`src/rtl/tanh_act_pkg.sv`:
```
// Shared definitions for the 4-bit tanh activation front end: code range,
// a constant clog2 helper and the round/shift/clamp function that the
// 3-, 4- and 5-bit activation variants all reuse.
package tanh_act_pkg;

    localparam int ACT_IN_W = 4;
    localparam int ACT_MIN  = -8;
    localparam int ACT_MAX  = 7;

    // Rounded, clamped activation code together with its clip flag.
    typedef struct packed {
        logic [ACT_IN_W-1:0] code;
        logic                sat;
    } sat_code_t;

    // Ceiling log2, usable in constant expressions (clog2(1) = 0).
    function automatic int clog2(input int value);
        int result;
        int rem;
        result = 0;
        rem    = value - 1;
        while (rem > 0) begin
            result = result + 1;
            rem    = rem >> 1;
        end
        return result;
    endfunction

    // Round half toward +inf, arithmetic shift right, then clamp to the
    // activation input range. The caller sign-extends its sum to 32 bits.
    function automatic sat_code_t sat_round(input logic signed [31:0] sum,
                                            input int shift);
        logic signed [31:0] rnd;
        sat_code_t          res;
        rnd = (sum + (32'sd1 <<< (shift - 1))) >>> shift;
        if (rnd > ACT_MAX) begin
            res.code = ACT_IN_W'(ACT_MAX);
            res.sat  = 1'b1;
        end else if (rnd < ACT_MIN) begin
            res.code = ACT_IN_W'(ACT_MIN);
            res.sat  = 1'b1;
        end else begin
            res.code = rnd[ACT_IN_W-1:0];
            res.sat  = 1'b0;
        end
        return res;
    endfunction

endpackage

```
`src/rtl/act_round_sat.sv`:
```
// Purely combinational requantiser: rounds, shifts and clamps a signed
// accumulator value into the 4-bit activation code.
module act_round_sat
    import tanh_act_pkg::*;
#(
    parameter int ACC_W = 10,
    parameter int SHIFT = 4
) (
    input  logic signed [ACC_W-1:0]    sum,
    output logic        [ACT_IN_W-1:0] code,
    output logic                       sat
);

    sat_code_t res;

    // Sign-extend the sum so the shared function sees the true value.
    assign res  = sat_round(32'(sum), SHIFT);
    assign code = res.code;
    assign sat  = res.sat;

endmodule

```
`src/rtl/tanh_in_requant_acc.sv`:
```
// Accumulates N_TERMS signed products per neuron, requantises the finished
// sum to a 4-bit saturated code and offers it through a one-entry output
// register with valid/ready handshaking on both sides.
module tanh_in_requant_acc
    import tanh_act_pkg::*;
#(
    parameter int IN_W    = 8,
    parameter int N_TERMS = 4,
    parameter int SHIFT   = 4,
    parameter int OUT_W   = 4
) (
    input  logic                         clk,
    input  logic                         rst_n,
    input  logic                         s_valid,
    output logic                         s_ready,
    input  logic signed [IN_W-1:0]       s_data,
    output logic                         m_valid,
    input  logic                         m_ready,
    output logic [OUT_W-1:0]             m_data,
    output logic                         m_sat,
    output logic [clog2(N_TERMS)-1:0]    cnt_o
);

    localparam int CNT_W = clog2(N_TERMS);
    // Wide enough that N_TERMS full-scale products cannot overflow.
    localparam int ACC_W = IN_W + CNT_W;
    localparam logic [CNT_W-1:0] CNT_LAST = CNT_W'(N_TERMS - 1);

    logic signed [ACC_W-1:0]    acc_reg;
    logic        [CNT_W-1:0]    cnt_reg;
    logic                       m_valid_reg;
    logic        [OUT_W-1:0]    m_data_reg;
    logic                       m_sat_reg;

    logic signed [ACC_W-1:0]    sum_next;
    logic        [ACT_IN_W-1:0] code_next;
    logic                       sat_next;
    logic                       cnt_last;
    logic                       accept;
    logic                       complete;

    assign cnt_last = (cnt_reg == CNT_LAST);
    // Only the completing term has to wait for the output register.
    assign s_ready  = !(cnt_last && m_valid_reg && !m_ready);
    assign accept   = s_valid && s_ready;
    assign complete = accept && cnt_last;
    assign sum_next = acc_reg + ACC_W'(s_data);

    act_round_sat #(
        .ACC_W (ACC_W),
        .SHIFT (SHIFT)
    ) u_round_sat (
        .sum  (sum_next),
        .code (code_next),
        .sat  (sat_next)
    );

    // Accumulator and term counter; both restart on the completing term.
    always_ff @(posedge clk or negedge rst_n) begin
        if (!rst_n) begin
            acc_reg <= '0;
            cnt_reg <= '0;
        end else if (accept) begin
            if (cnt_last) begin
                acc_reg <= '0;
                cnt_reg <= '0;
            end else begin
                acc_reg <= sum_next;
                cnt_reg <= cnt_reg + CNT_W'(1);
            end
        end
    end

    // One-entry output register: a new result may replace one being drained.
    always_ff @(posedge clk or negedge rst_n) begin
        if (!rst_n) begin
            m_valid_reg <= 1'b0;
            m_data_reg  <= '0;
            m_sat_reg   <= 1'b0;
        end else if (complete) begin
            m_valid_reg <= 1'b1;
            m_data_reg  <= OUT_W'(code_next);
            m_sat_reg   <= sat_next;
        end else if (m_ready) begin
            m_valid_reg <= 1'b0;
        end
    end

    assign m_valid = m_valid_reg;
    assign m_data  = m_data_reg;
    assign m_sat   = m_sat_reg;
    assign cnt_o   = cnt_reg;

endmodule

```
`config.mk`:
```
export PLATFORM = sky130hd
export DESIGN_NAME = tanh_in_requant_acc
export DESIGN_NICKNAME = d
export VERILOG_FILES = /design/src/rtl/tanh_act_pkg.sv /design/src/rtl/act_round_sat.sv /design/src/rtl/tanh_in_requant_acc.sv
export SDC_FILE = /design/constraint.sdc
export NUM_CORES = 1
export LEC_CHECK = 0
export BUFFER_PORTS_ARGS = -buffer_cell sky130_fd_sc_hd__buf_2
export CAP_MARGIN = 40
export CORE_UTILIZATION = 25
export CTS_BUF_LIST = sky130_fd_sc_hd__clkbuf_8
export DETAILED_ROUTE_END_ITERATION = 10
export PLACE_DENSITY = 0.48
export SLEW_MARGIN = 20
export SYNTH_ARGS = -nofsm -noshare
export SYNTH_HDL_FRONTEND = slang
export SYNTH_SLANG_ARGS = --single-unit
```
`constraint.sdc`:
```
create_clock -name clk -period 7.15 [get_ports clk]
set_input_delay 0 -clock clk [delete_from_list [all_inputs] [get_ports clk]]
set_output_delay 0 -clock clk [all_outputs]
set_load 0.005 [all_outputs]
```
### After elaboration in Yosys (flattened, before gate mapping)

Cells that the tools add are included.

* output and inout bits: 9
* bits of input ports: 12
* register bits: 18

* equality and inequality tests: 1
* $add $sub $neg: 3
* reductions and logical operators: 7
* magnitude comparators: 2
* multiplexer cells: 6

Operators by type and width (count)
* adder 10 x 5 -> 11 bit (second input constant): 1
* adder 10 x 8 -> 10 bit: 1
* two-way mux 10 bit: 1
* two-way mux 5 bit: 2
* greater-than comparator 7 x 4 -> 1 bit (second input constant): 1
* less-than comparator 7 x 4 -> 1 bit (second input constant): 1
* logical AND 1 bit: 4
* adder 2 x 1 -> 2 bit (second input constant): 1
* == test 2 bit (second input constant): 1
* logical NOT 1 bit: 2
* two-way mux 1 bit: 2
* two-way mux 2 bit: 1
* nonzero test 2 bit: 1

### Logic depth before layout (Yosys ltp)

Gate-level depths: netlist of the first run.

* depth in word-level cells: 7
* gate-level depth with buffers: 15

### Cells and area by module

Synthesis of the first run repeated with hierarchy kept, for this count alone.

* cells, all modules: 143
* area, all modules: 1375.1 µm²

Modules (own cells, without submodules)
* tanh_in_requant_acc: times used 1, sequential area each 450.4 µm², area each 1112.3 µm², cells each 103
* act_round_sat: times used 1, sequential area each 0.0 µm², area each 262.8 µm², cells each 40

### Worst setup path before layout of the first run

OpenSTA, ideal clock, no wires.

* path kind: register to register
* start: reg acc_reg[0]
* end: reg m_sat_reg, in the netlist m_sat
* stages on the path, launching flop included: 16
* clock period less this slack: 3.146 ns
* library setup time: 0.121 ns
* setup slack: 4.004 ns
* path buffers: 0
* arrival: 3.025 ns
* path through: dfrtp_1 > ha_1 > inv_1 > fa_1 > nor2b_4 > o21ai_0 > a21oi_1 > ha_1 > nand2_1 > o221ai_1 > a211oi_4 > a211oi_4 > xnor2_1 > a21oi_1 > or3_1 > o22a_1

* cells in the longest elaborated chain, start to end: 5
* elaborated cells on any way between the ends: 6
* classes of those cells: 2 x add/sub; 2 x order compare; 2 x mux

RTL lines
* start, declared: line tanh_in_requant_acc.sv:29 `logic signed [ACC_W-1:0] acc_reg;`
* start signal, assigned: line tanh_in_requant_acc.sv:68 `acc_reg <= sum_next;`
* adder 10 x 8 -> 10 bit (*): line tanh_in_requant_acc.sv:47 `assign sum_next = acc_reg + ACC_W'(s_data);`
* adder 10 x 5 -> 11 bit (*): line tanh_act_pkg.sv:35 `rnd = (sum + (32'sd1 <<< (shift - 1))) >>> shift;`
* less-than comparator 7 x 4 -> 1 bit: line tanh_act_pkg.sv:39 `end else if (rnd < ACT_MIN) begin`
* two-way mux 5 bit: line tanh_act_pkg.sv:39
* two-way mux 5 bit (*): line tanh_act_pkg.sv:36 `if (rnd > ACT_MAX) begin`
* end signal, assigned: line tanh_in_requant_acc.sv:83 `m_sat_reg <= sat_next;`
* end, declared: line tanh_in_requant_acc.sv:33 `logic m_sat_reg;`

Every way passes the cells marked *; elsewhere a longest branch is shown, timed or not.
A chain may end at the register's enable or synchronous reset.

### Worst setup path in the final report of the first run

Ends and elaborated chain as after synthesis.

==> flow_summary_export.csv, run 1 <==
group,metric,value,unit
floorplan,rows,28,
worst_setup_path,worst_path_largest_cell_delay,0.42,ns
grt,grt_pass1_vias,1222,
cts,ctsResizeCount,0,
timing,slew_headroom,58.6,%
logic_synthesis,syn_area_per_cell,9.79,um2
cts,cts_root_buf,"clkbuf_8",
worst_setup_path,startpoint_type,"register",
power,design_power_total,0.000923,W
finish,final_common_cell,"buf_2",
timing,worstMarginPinSlew,0.619,ns
logic_synthesis,synth_ff_type,"dfrtp_1",
cts,cts.sink_count,18,
logic_synthesis,syn_inst,159,
cts,numCtsBuffers,3,
cts,hold_buffers,2,
worst_setup_path,crit_family,"compound AO/OA/AOI/OAI gates",
floorplan,io_pins,21,
logic_synthesis,ys_async_sr_fraction,100,%
grt,grt_antenna_before_repair,0,
floorplan,die_h,80.9,um
floorplan,start_util,26.1,%
worst_setup_path,endpoint_kind,"register",
flow_run,maxCapViolations,0,
worst_setup_path,worstPathArrival,3.57,ns
drt,drt_pass1_iterations,4,
logic_synthesis,synth.distinct_cells,58,
floorplan,core-area,5960,um2
timing,hold_viol_final,0,
cts,htreeDepth,1,
floorplan,die_w,80.9,um
drt,postRouteAntennaNets,0,
finish,synthToLayoutAreaGrowth,14.5,%
finish,nNetsFinal,204,
drt,wl_per_cell,13.6,um
power,power-per-cell-area,518,nW/um2
timing,clock_skew,0.00122,ns
worst_setup_path,required,7.30,ns
timing,final-setup-viol-count,0,
place,hpwl,2640,um
timing,post-route-period-util,47.8,%
logic_synthesis,mappedNetlistArea,1560,um2
logic_synthesis,synth-edff-count,0,
timing,drv_slew,0,
worst_setup_path,crit_cells,15,
min_path,hp-class,"input port to register",
timing,period_minus_slack,3.42,ns
cts,cts_setup_buffers,0,
finish,largest_reg_flops,10,
grt,track_usage,11.9,%
min_path,whs_path_depth,3,
finish,nFillCells,627,
worst_setup_path,worstPathMaxFanout,6,
finish,final_core_util,29.9,%
finish,diodes,0,
status,status,"finished, final reports clean",
grt,grt_max_degree,19,
worst_setup_path,cp_cell_sequence,"ha_1 > inv_1 > fa_1 > nor2b_4 > o21ai_0 > a21oi_1 > ha_1 > nand2_1 > o221ai_1 > a211oi_4 > a211oi_4 > xnor2_1 > a21oi_1 > or3_1 > o22a_1",
drt,num_vias,1253,
power,p_leak,0.743,nW
drt,drt_iter0_drc,72,
worst_setup_path,rr_worst_depth,15,
worst_setup_path,path_buf_inv,1,
place,io_buffers,20,
timing,rsz0062_at_grt,"no",
cts,clock_latency,0.26,ns
drt,viasPerCell,4.93,
cts,clockBufferDepth,2,
timing,fin_tns_setup,0,ns
cts,clkTransAtPathRegs,0.08,ns
logic_synthesis,synthesis.nets,183,
worst_setup_path,crit_type,"register to register",
grt,grt-ovfl-total,0,
logic_synthesis,yosysSeqAreaShare,28.9,%
place,finalWeightedCongestion,0.786,
cts,cts_tree,"yes",
grt,grt_pass1_wl,6060,um
finish,drive_gt1_share,26.3,%
logic_synthesis,yosysWarnings,0,
drt,wl,3460,um
floorplan,die_area,6550,um2
power,ir_drop,0.170,mV
timing,max_freq,0.293,GHz
drt,drc,0,
worst_setup_path,cp_slowest_cell,"fa_1",
finish,layout_common_cells,"buf_2, dfrtp_1, nand2_1",
logic_synthesis,synth-seq-cells,18,
==> cell families (layout without fill, tap and decap cells) <==
kind of cell    count (synthesis)  count (layout)  share of synthesized area [%]
buf+inv                        14              34                           4.74
flops                          18              18                           28.9
fa+ha+maj                      12              12                           10.1
simple gates                   50              50                           18.3
mux                             1               1                          0.723
xor+xnor                        8               8                           6.19
compound gates                 56              56                           30.9
==> worst paths after layout <==
path | from | endpoint | slack (ns)
min reg2reg | acc_reg[0] | acc_reg[0] | 0.48
min | s_valid | acc_reg[0] | 0.02
max in group asynchronous | rst_n | acc_reg[3] | 6.63
max | acc_reg[0] | m_sat | 3.73
min in group asynchronous | rst_n | acc_reg[7] | 0.21
max reg2reg | acc_reg[0] | m_sat | 3.73
==> tightest hold or removal path, stage by stage <==
cell and delay (ns):
buf_2 0.12, nand3b_1 0.08, nand2_1 0.05
==> cell type report <==
cell class / instances / area [um2] / share of cell area [%]
Tap cell: 75 / 93.8 / 5.27
Inverter: 8 / 30.0 / 1.69
Clock buffer: 4 / 55.1 / 3.09
Multi-Input combinational cell: 127 / 1030 / 57.9
Sequential cell: 18 / 450 / 25.3
Timing Repair Buffer: 22 / 120 / 6.74
==> where the power goes <==
group	internal [W]	total (W)	switching, W
sequential	0.000151	0.000180	0.0000286
clock	0.0000490	0.0000878	0.0000388
combinational	0.000282	0.000656	0.000374
==> synthesized netlist by cell type, types with 2 or more instances <==
cell type,count,area [um2]
ha_1,11,138
o21ai_1,3,15.0
nand3_1,5,25.0
o21ai_2,2,17.5
inv_1,8,30.0
buf_2,2,10.0
a211oi_4,3,60.1
o31ai_1,3,22.5
a21oi_2,3,26.3
buf_6,2,22.5
xnor2_1,3,26.3
nor3_1,5,25.0
nand3b_1,2,15.0
o21a_1,3,22.5
or3_1,2,12.5
a21o_1,2,15.0
o21bai_1,2,15.0
o21ai_0,6,30.0
dfrtp_1,18,450
nand2_1,14,52.6
nor2_1,8,30.0
a22o_1,7,61.3
xor2_1,3,26.3
a21oi_1,8,40.0
==> routing by layer <==
layer,vias up,track usage (%),routed length [um],share of wire [%]
met2,20,19.2,1580,46
met5,-,0,0,0
met1,591,16.6,1780,52
met3,4,1.46,66,1.9
met4,0,3.75,34,0.98
li1,638,-,-,-
==> per-stage QoR <==
step,cell area [um2],setup slack (ns),hold WS [ns],cells
6_report,1780,3.73,0.0248,254
5_1_grt,1780,3.46,0.0225,254
4_1_cts,1780,3.73,0.0222,254
3_5_place_dp,1710,3.76,-0.0235,248
3_3_place_gp,1710,3.82,-0.0242,248
2_1_floorplan,1560,4.00,-0.296,159
(Power assumes the default switching activity.)
==> run 2: changes to the inputs <==
--- a/config.mk
+++ b/config.mk
@@ -5,12 +5,13 @@
 export SDC_FILE = /design/constraint.sdc
 export NUM_CORES = 1
 export LEC_CHECK = 0
+export ABC_AREA = 1
 export BUFFER_PORTS_ARGS = -buffer_cell sky130_fd_sc_hd__buf_2
 export CAP_MARGIN = 40
 export CORE_UTILIZATION = 25
 export CTS_BUF_LIST = sky130_fd_sc_hd__clkbuf_8
 export DETAILED_ROUTE_END_ITERATION = 10
-export PLACE_DENSITY = 0.48
+export PLACE_DENSITY = 0.5
 export SLEW_MARGIN = 20
 export SYNTH_ARGS = -nofsm -noshare
 export SYNTH_HDL_FRONTEND = slang
==> constraint.sdc (replaced) <==
create_clock -name clk -period 3.1 [get_ports clk]
set_input_delay 0 -clock clk [delete_from_list [all_inputs] [get_ports clk]]
set_output_delay 0 -clock clk [all_outputs]
set_load 0.005 [all_outputs]
==> run 2 against run 1 <==
Clock power rose by 130%. Combinational power rose by 100%. Setup slack got worse by 3.0 ns. First-iteration DRC count fell by 22%. Critical path depth rose by 3. Maximum frequency rose by 42%. Largest cell class unchanged. Area after synthesis fell by 2.2%. Register-to-register slack got worse by 3.0 ns. Wire length rose by 1.8%. Core utilization rose by 0.46 points. Die area fell by 2.1%.
==> flow_summary_export.csv, run 2 <==
group,metric,value,unit
status,status,"finished, final reports clean",
worst_setup_path,worstPathArrival,2.55,ns
drt,num_vias,1388,
min_path,hp-class,"input port to register",
cts,ctsResizeCount,0,
logic_synthesis,synth_compound_area_share,7.07,%
drt,drt_pass1_iterations,4,
timing,post-route-period-util,77.4,%
worst_setup_path,crit_top_cell,"nand2_1",
drt,viasPerCell,4.35,
drt,postRouteAntennaNets,0,
floorplan,io_pins,21,
worst_setup_path,worst_path_largest_cell_delay,0.38,ns
timing,slew_headroom,69.0,%
cts,htreeDepth,1,
logic_synthesis,ys_async_sr_fraction,100,%
floorplan,die_h,80.0,um
grt,grt_antenna_before_repair,0,
logic_synthesis,synthesis.nets,243,
logic_synthesis,yosysSeqAreaShare,29.6,%
timing,hold_viol_final,0,
finish,largest_reg_flops,10,
worst_setup_path,worstPathMaxFanout,5,
finish,nFillCells,656,
worst_setup_path,crit_family,"simple AND/OR/NAND/NOR gates",
finish,instances_no_fill,319,
cts,cts_root_buf,"clkbuf_8",
worst_setup_path,cp_cell_sequence,"ha_1 > inv_1 > fa_1 > inv_1 > nand2_1 > nand2_4 > nand3b_1 > nand2_2 > ha_1 > nand3_1 > nand2_1 > nand2_1 > inv_1 > nand3_2 > nand2_2 > nand2_1 > nand2_1 > nand2_1",
power,ir_drop,0.353,mV
timing,max_freq,0.417,GHz
place,io_buffers,20,
timing,worstMarginPinSlew,0.464,ns
grt,grt-ovfl-total,0,
finish,synthToLayoutAreaGrowth,17.4,%
logic_synthesis,mappedNetlistArea,1520,um2
place,hpwl,2840,um
timing,period_minus_slack,2.40,ns
finish,drive_gt1_share,22.5,%
worst_setup_path,path_buf_inv,3,
floorplan,start_util,25.9,%
grt,grt_pass1_vias,1327,
grt,grt_pass1_wl,6150,um
grt,track_usage,12.5,%
logic_synthesis,syn_area_per_cell,6.95,um2
place,finalWeightedCongestion,0.825,
worst_setup_path,crit_type,"register to register",
logic_synthesis,synth_fa_ha_area_share,10.4,%
floorplan,die_area,6410,um2
logic_synthesis,synth_area_leaders,"dfrtp_1, nand2_1, ha_1",
floorplan,die_w,80.0,um
logic_synthesis,synthXorXnorAreaFrac,1.73,%
finish,layout_common_cells,"nand2_1, inv_1, buf_2",
floorplan,rows,28,
cts,clkTransAtPathRegs,0.07,ns
logic_synthesis,synth_top_area_cell,"dfrtp_1",
finish,final_common_cell,"nand2_1",
worst_setup_path,cp_slowest_cell,"fa_1",
logic_synthesis,synth_ff_type,"dfrtp_1",
timing,drv_slew,0,
floorplan,core-area,5890,um2
cts,hold_buffers,2,
drt,wl_per_cell,11.1,um
logic_synthesis,synth_top_family_by_area,"simple AND/OR/NAND/NOR gates",
cts,clockBufferDepth,2,
logic_synthesis,synth_commonest_cells,"nand2_1, inv_1, dfrtp_1",
logic_synthesis,yosysWarnings,0,
power,p_leak,1.01,nW
finish,diodes,0,
timing,fin_tns_setup,0,ns
timing,clock_skew,0.00187,ns
cts,clock_latency,0.26,ns
worst_setup_path,endpoint_kind,"register",
drt,wl,3530,um
power,power-per-cell-area,1100,nW/um2
logic_synthesis,synth-simple-area-share,43.1,%
timing,rsz0062_at_grt,"no",
grt,grt_max_degree,19,
logic_synthesis,yosys-mux-area-fraction,0,%
logic_synthesis,synth.distinct_cells,26,
place,placedCellCount,313,
cts,numCtsBuffers,3,
cts,cts_tree,"yes",
drt,drt_iter0_drc,56,
logic_synthesis,synth-edff-count,0,
logic_synthesis,yosysMostFrequentCell,"nand2_1",
logic_synthesis,syn_inst,219,
drt,drc,0,
cts,cts_setup_buffers,0,
timing,final-setup-viol-count,0,
worst_setup_path,rrSetupSlack,0.70,ns
cts,cts.sink_count,18,
finish,nNetsFinal,269,
flow_run,maxCapViolations,0,
worst_setup_path,startpoint_type,"register",
worst_setup_path,required,3.25,ns
logic_synthesis,synth-seq-cells,18,
logic_synthesis,synth.top_cell.area_share,29.6,%
run 2: area by class of cell:
class                           instances  area, um2  share of cell area [%]
Timing Repair Buffer                   22        120                    6.72
Sequential cell                        18        450                    25.2
Inverter                               32        120                    6.72
Multi-Input combinational cell        168        948                    53.0
Tap cell                               75       93.8                    5.25
Clock buffer                            4       55.1                    3.08
run 2: logic make-up (layout without fill, tap and decap cells):
family,Yosys count,in the layout
AO/OA/AOI/OAI,15,15
XOR/XNOR,3,3
adder cells (fa/ha/maj),12,12
buffers and inverters,33,58
flip-flops,18,18
AND/OR/NAND/NOR,138,138
run 2: metal layers:
layer	routed length, um	track usage (%)	share of wire [%]	up-vias
met5	0	0	0	-
met4	53	4.82	1.5	0
met3	95	1.49	2.7	4
met2	1590	20.7	45	17
met1	1780	16.5	51	631
li1	-	-	-	736
run 2: worst paths after layout:
path,start,to,cells past startpoint
worst max-delay path,acc_reg[0],m_data[1],18
worst min-delay path,s_data[0],acc_reg[0],3
worst max register to register,acc_reg[0],m_data[1],18
worst min register to register,m_data[1],m_data[1],2
max in group asynchronous,rst_n,acc_reg[0],2
min in group asynchronous,rst_n,acc_reg[8],2
run 2: worst register-to-register path, stage by stage (launching register included):
cell,delay (ns)
dfrtp_1,0.35
ha_1,0.19
inv_1,0.06
fa_1,0.38
inv_1,0.07
nand2_1,0.09
nand2_4,0.09
nand3b_1,0.09
nand2_2,0.11
ha_1,0.25
nand3_1,0.10
nand2_1,0.07
nand2_1,0.06
inv_1,0.06
nand3_2,0.07
nand2_2,0.08
nand2_1,0.05
nand2_1,0.06
nand2_1,0.05
run 2: per-stage QoR:
| step | setup WS [ns] | hold WS, ns | util [%] | power (W) | area [um2] |
|---|---|---|---|---|---|
| 3_3_place_gp | 0.793 | -0.0306 | 29.1 | 0.00178 | 1710 |
| 5_1_grt | 0.415 | 0.132 | 30.4 | 0.00221 | 1790 |
| 3_5_place_dp | 0.728 | -0.0268 | 29.1 | 0.00177 | 1710 |
| 4_1_cts | 0.688 | 0.100 | 30.4 | 0.00199 | 1790 |
| 2_1_floorplan | 0.924 | -0.296 | - | 0.00148 | 1520 |
| 6_report | 0.700 | 0.0975 | 30.4 | 0.00196 | 1790 |
run 2: report_power, final:
| group | internal [W] | switching [W] |
|---|---|---|
| clock network | 0.000113 | 0.0000855 |
| logic | 0.000496 | 0.000848 |
| registers | 0.000346 | 0.0000703 |
| total | 0.000956 | 0.00100 |
==> run 3: changes to the inputs <==
==> constraint.sdc (replaced) <==
create_clock -name clk -period 2 [get_ports clk]
set_input_delay 0 -clock clk [delete_from_list [all_inputs] [get_ports clk]]
set_output_delay 0 -clock clk [all_outputs]
set_load 0.005 [all_outputs]
==> run 3 against run 2 <==
The run now ends with negative setup slack left. Via count is 4.7% higher. Critical path depth stayed put. Total power grew 75%. Wire length increased by 3.0%. First-iteration DRC count grew 64%. Sequential power grew 56%. Core utilization is 3.1 points higher. Final area rose by 10%. Setup slack got worse by 0.86 ns. Critical path type unchanged. Highest routed layer unchanged.
==> flow_summary_export.csv, run 3 (synthesis gave the netlist of run 2 again) <==
group,metric,value,unit
status,status,"finished, violations left",
status,violations,"negative setup slack",
floorplan,core-area,5890,um2
finish,layout_common_cells,"nand2_1, inv_1, buf_4",
timing,max_freq,0.462,GHz
finish,instances_no_fill,340,
cts,cts.sink_count,18,
min_path,min_from,"s_data[0]",
worst_setup_path,rr_worst_depth,18,
power,ir_drop,0.540,mV
drt,wl_per_cell,10.7,um
min_path,whs_path_depth,3,
timing,clock_skew,0.00684,ns
place,io_buffers,20,
finish,synthToLayoutAreaGrowth,29.6,%
worst_setup_path,required,2.15,ns
drt,viasPerCell,4.27,
worst_setup_path,worstPathArrival,2.31,ns
finish,drive_gt1_share,31.7,%
timing,slew_headroom,70.6,%
floorplan,io_pins,21,
timing,worstMarginPinSlew,0.441,ns
drt,drt_pass1_iterations,4,
worst_setup_path,cp_cell_sequence,"ha_2 > inv_2 > fa_2 > inv_2 > nand2_2 > nand2_4 > nand3b_1 > nand2_2 > ha_4 > nand3_2 > nand2_1 > nand2_1 > inv_1 > nand3_2 > nand2_2 > nand2_1 > nand2_1 > nand2_1",
finish,final_common_cell,"nand2_1",
finish,nNetsFinal,290,
timing,drv_slew,0,
grt,grt_antenna_before_repair,0,
place,placedCellCount,331,
cts,numCtsBuffers,3,
floorplan,start_util,25.9,%
timing,period_minus_slack,2.16,ns
floorplan,die_area,6410,um2
cts,cts_tree,"yes",
drt,drc,0,
finish,diodes,0,
cts,clkTransAtPathRegs,0.07,ns
drt,wl,3630,um
min_path,hold_path_end,"acc_reg[0]",
cts,cts_root_buf,"clkbuf_8",
worst_setup_path,cp_slowest_cell,"dfrtp_1",
drt,num_vias,1453,
grt,track_usage,13.0,%
grt,grt_pass1_wl,6330,um
power,p_leak,1.10,nW
place,finalWeightedCongestion,0.771,
finish,fin_area,1970,um2
worst_setup_path,crit_type,"register to register",
worst_setup_path,reg2reg_from,"acc_reg[0]",
worst_setup_path,r2r-end,"m_data[1]",
place,placed_area,1870,um2
worst_setup_path,rrSetupSlack,-0.16,ns
floorplan,die_w,80.0,um
timing,hold_ws,0.103,ns
timing,post-route-period-util,108,%
place,hpwl,3000,um
timing,hold_viol_final,0,
worst_setup_path,startpoint_type,"register",
floorplan,die_h,80.0,um
grt,grt_pass1_vias,1447,
worst_setup_path,crit_family,"simple AND/OR/NAND/NOR gates",
worst_setup_path,worst_path_largest_cell_delay,0.35,ns
flow_run,maxCapViolations,0,
cts,clock_latency,0.25,ns
grt,grt-ovfl-total,0,
min_path,hp-class,"input port to register",
timing,setup_slack,-0.164,ns
drt,postRouteAntennaNets,0,
worst_setup_path,worstPathMaxFanout,5,
drt,drt_iter0_drc,92,
worst_setup_path,endpoint_kind,"register",
cts,clockBufferDepth,2,
timing,final-setup-viol-count,5,
worst_setup_path,crit_top_cell,"nand2_1",
grt,grt_max_degree,19,
timing,fin_tns_setup,-0.708,ns
worst_setup_path,path_buf_inv,3,
timing,rsz0062_at_grt,"yes",
cts,htreeDepth,1,
finish,largest_reg_flops,10,
power,power-per-cell-area,1740,nW/um2
floorplan,rows,28,
## run 3: cell types whose count changed in the layout (fill, tap and decap cells not counted), sizes merged
cell  previous run  this run
buf             20        41
## run 3: worst max-delay path by stage
stage               startpoint   endpoint  cells after the start
global route        acc_reg[0]  m_data[0]                     18
global placement    acc_reg[0]  m_data[0]                     18
CTS                 acc_reg[0]  m_data[0]                     18
detailed placement  acc_reg[0]  m_data[0]                     17
floorplan           acc_reg[0]  m_data[0]                     18
finish              acc_reg[0]  m_data[1]                     18
## run 3: worst register-to-register path: cells and delay by family (launching register included)
| family | cells | cell delay (ns) |
|---|---|---|
| simple gates | 12 | 0.82 |
| fa+ha+maj | 3 | 0.71 |
| flops | 1 | 0.35 |
| buf+inv | 3 | 0.17 |
## run 3: cell type report
class                      count  area (um2)
clock buffer                   4        55.1
fill                         652        3910
inverter                      32         120
multi-input combinational    168         976
sequential                    18         450
tap                           75        93.8
timing repair buffer          43         278
## run 3: power breakdown
part	leakage [nW]	internal (W)	total, W	switching, W
clock	0.0288	0.000175	0.000299	0.000124
combinational	0.850	0.00107	0.00248	0.00141
sequential	0.224	0.000537	0.000649	0.000112
## run 3: what timing repair did
| item | CTS | global route |
|---|---|---|
| endpoints found under the setup margin | 5 | 5 |
| pin swaps | 1 | 0 |
| hold buffers | 2 | 0 |
| hold endpoints to repair | 19 | 0 |
| gates resized for setup | 0 | 1 |
| setup buffers | 3 | 0 |
## run 3: layer usage
layer | routed length (um) | vias up | global-route usage (%)
met4 | 17 | 0 | 3.21
met5 | 0 | - | 0
li1 | - | 779 | -
met1 | 1730 | 646 | 15.7
met3 | 136 | 2 | 2.63
met2 | 1750 | 26 | 23.2
## run 3: per-stage QoR
step	util, %	worst slack, ns	power, W
2_1_floorplan	-	-0.0290	0.00236
3_3_place_gp	31.8	-0.157	0.00310
3_5_place_dp	31.8	-0.172	0.00311
4_1_cts	33.5	-0.174	0.00348
5_1_grt	33.5	-0.345	0.00385
6_report	33.5	-0.164	0.00343
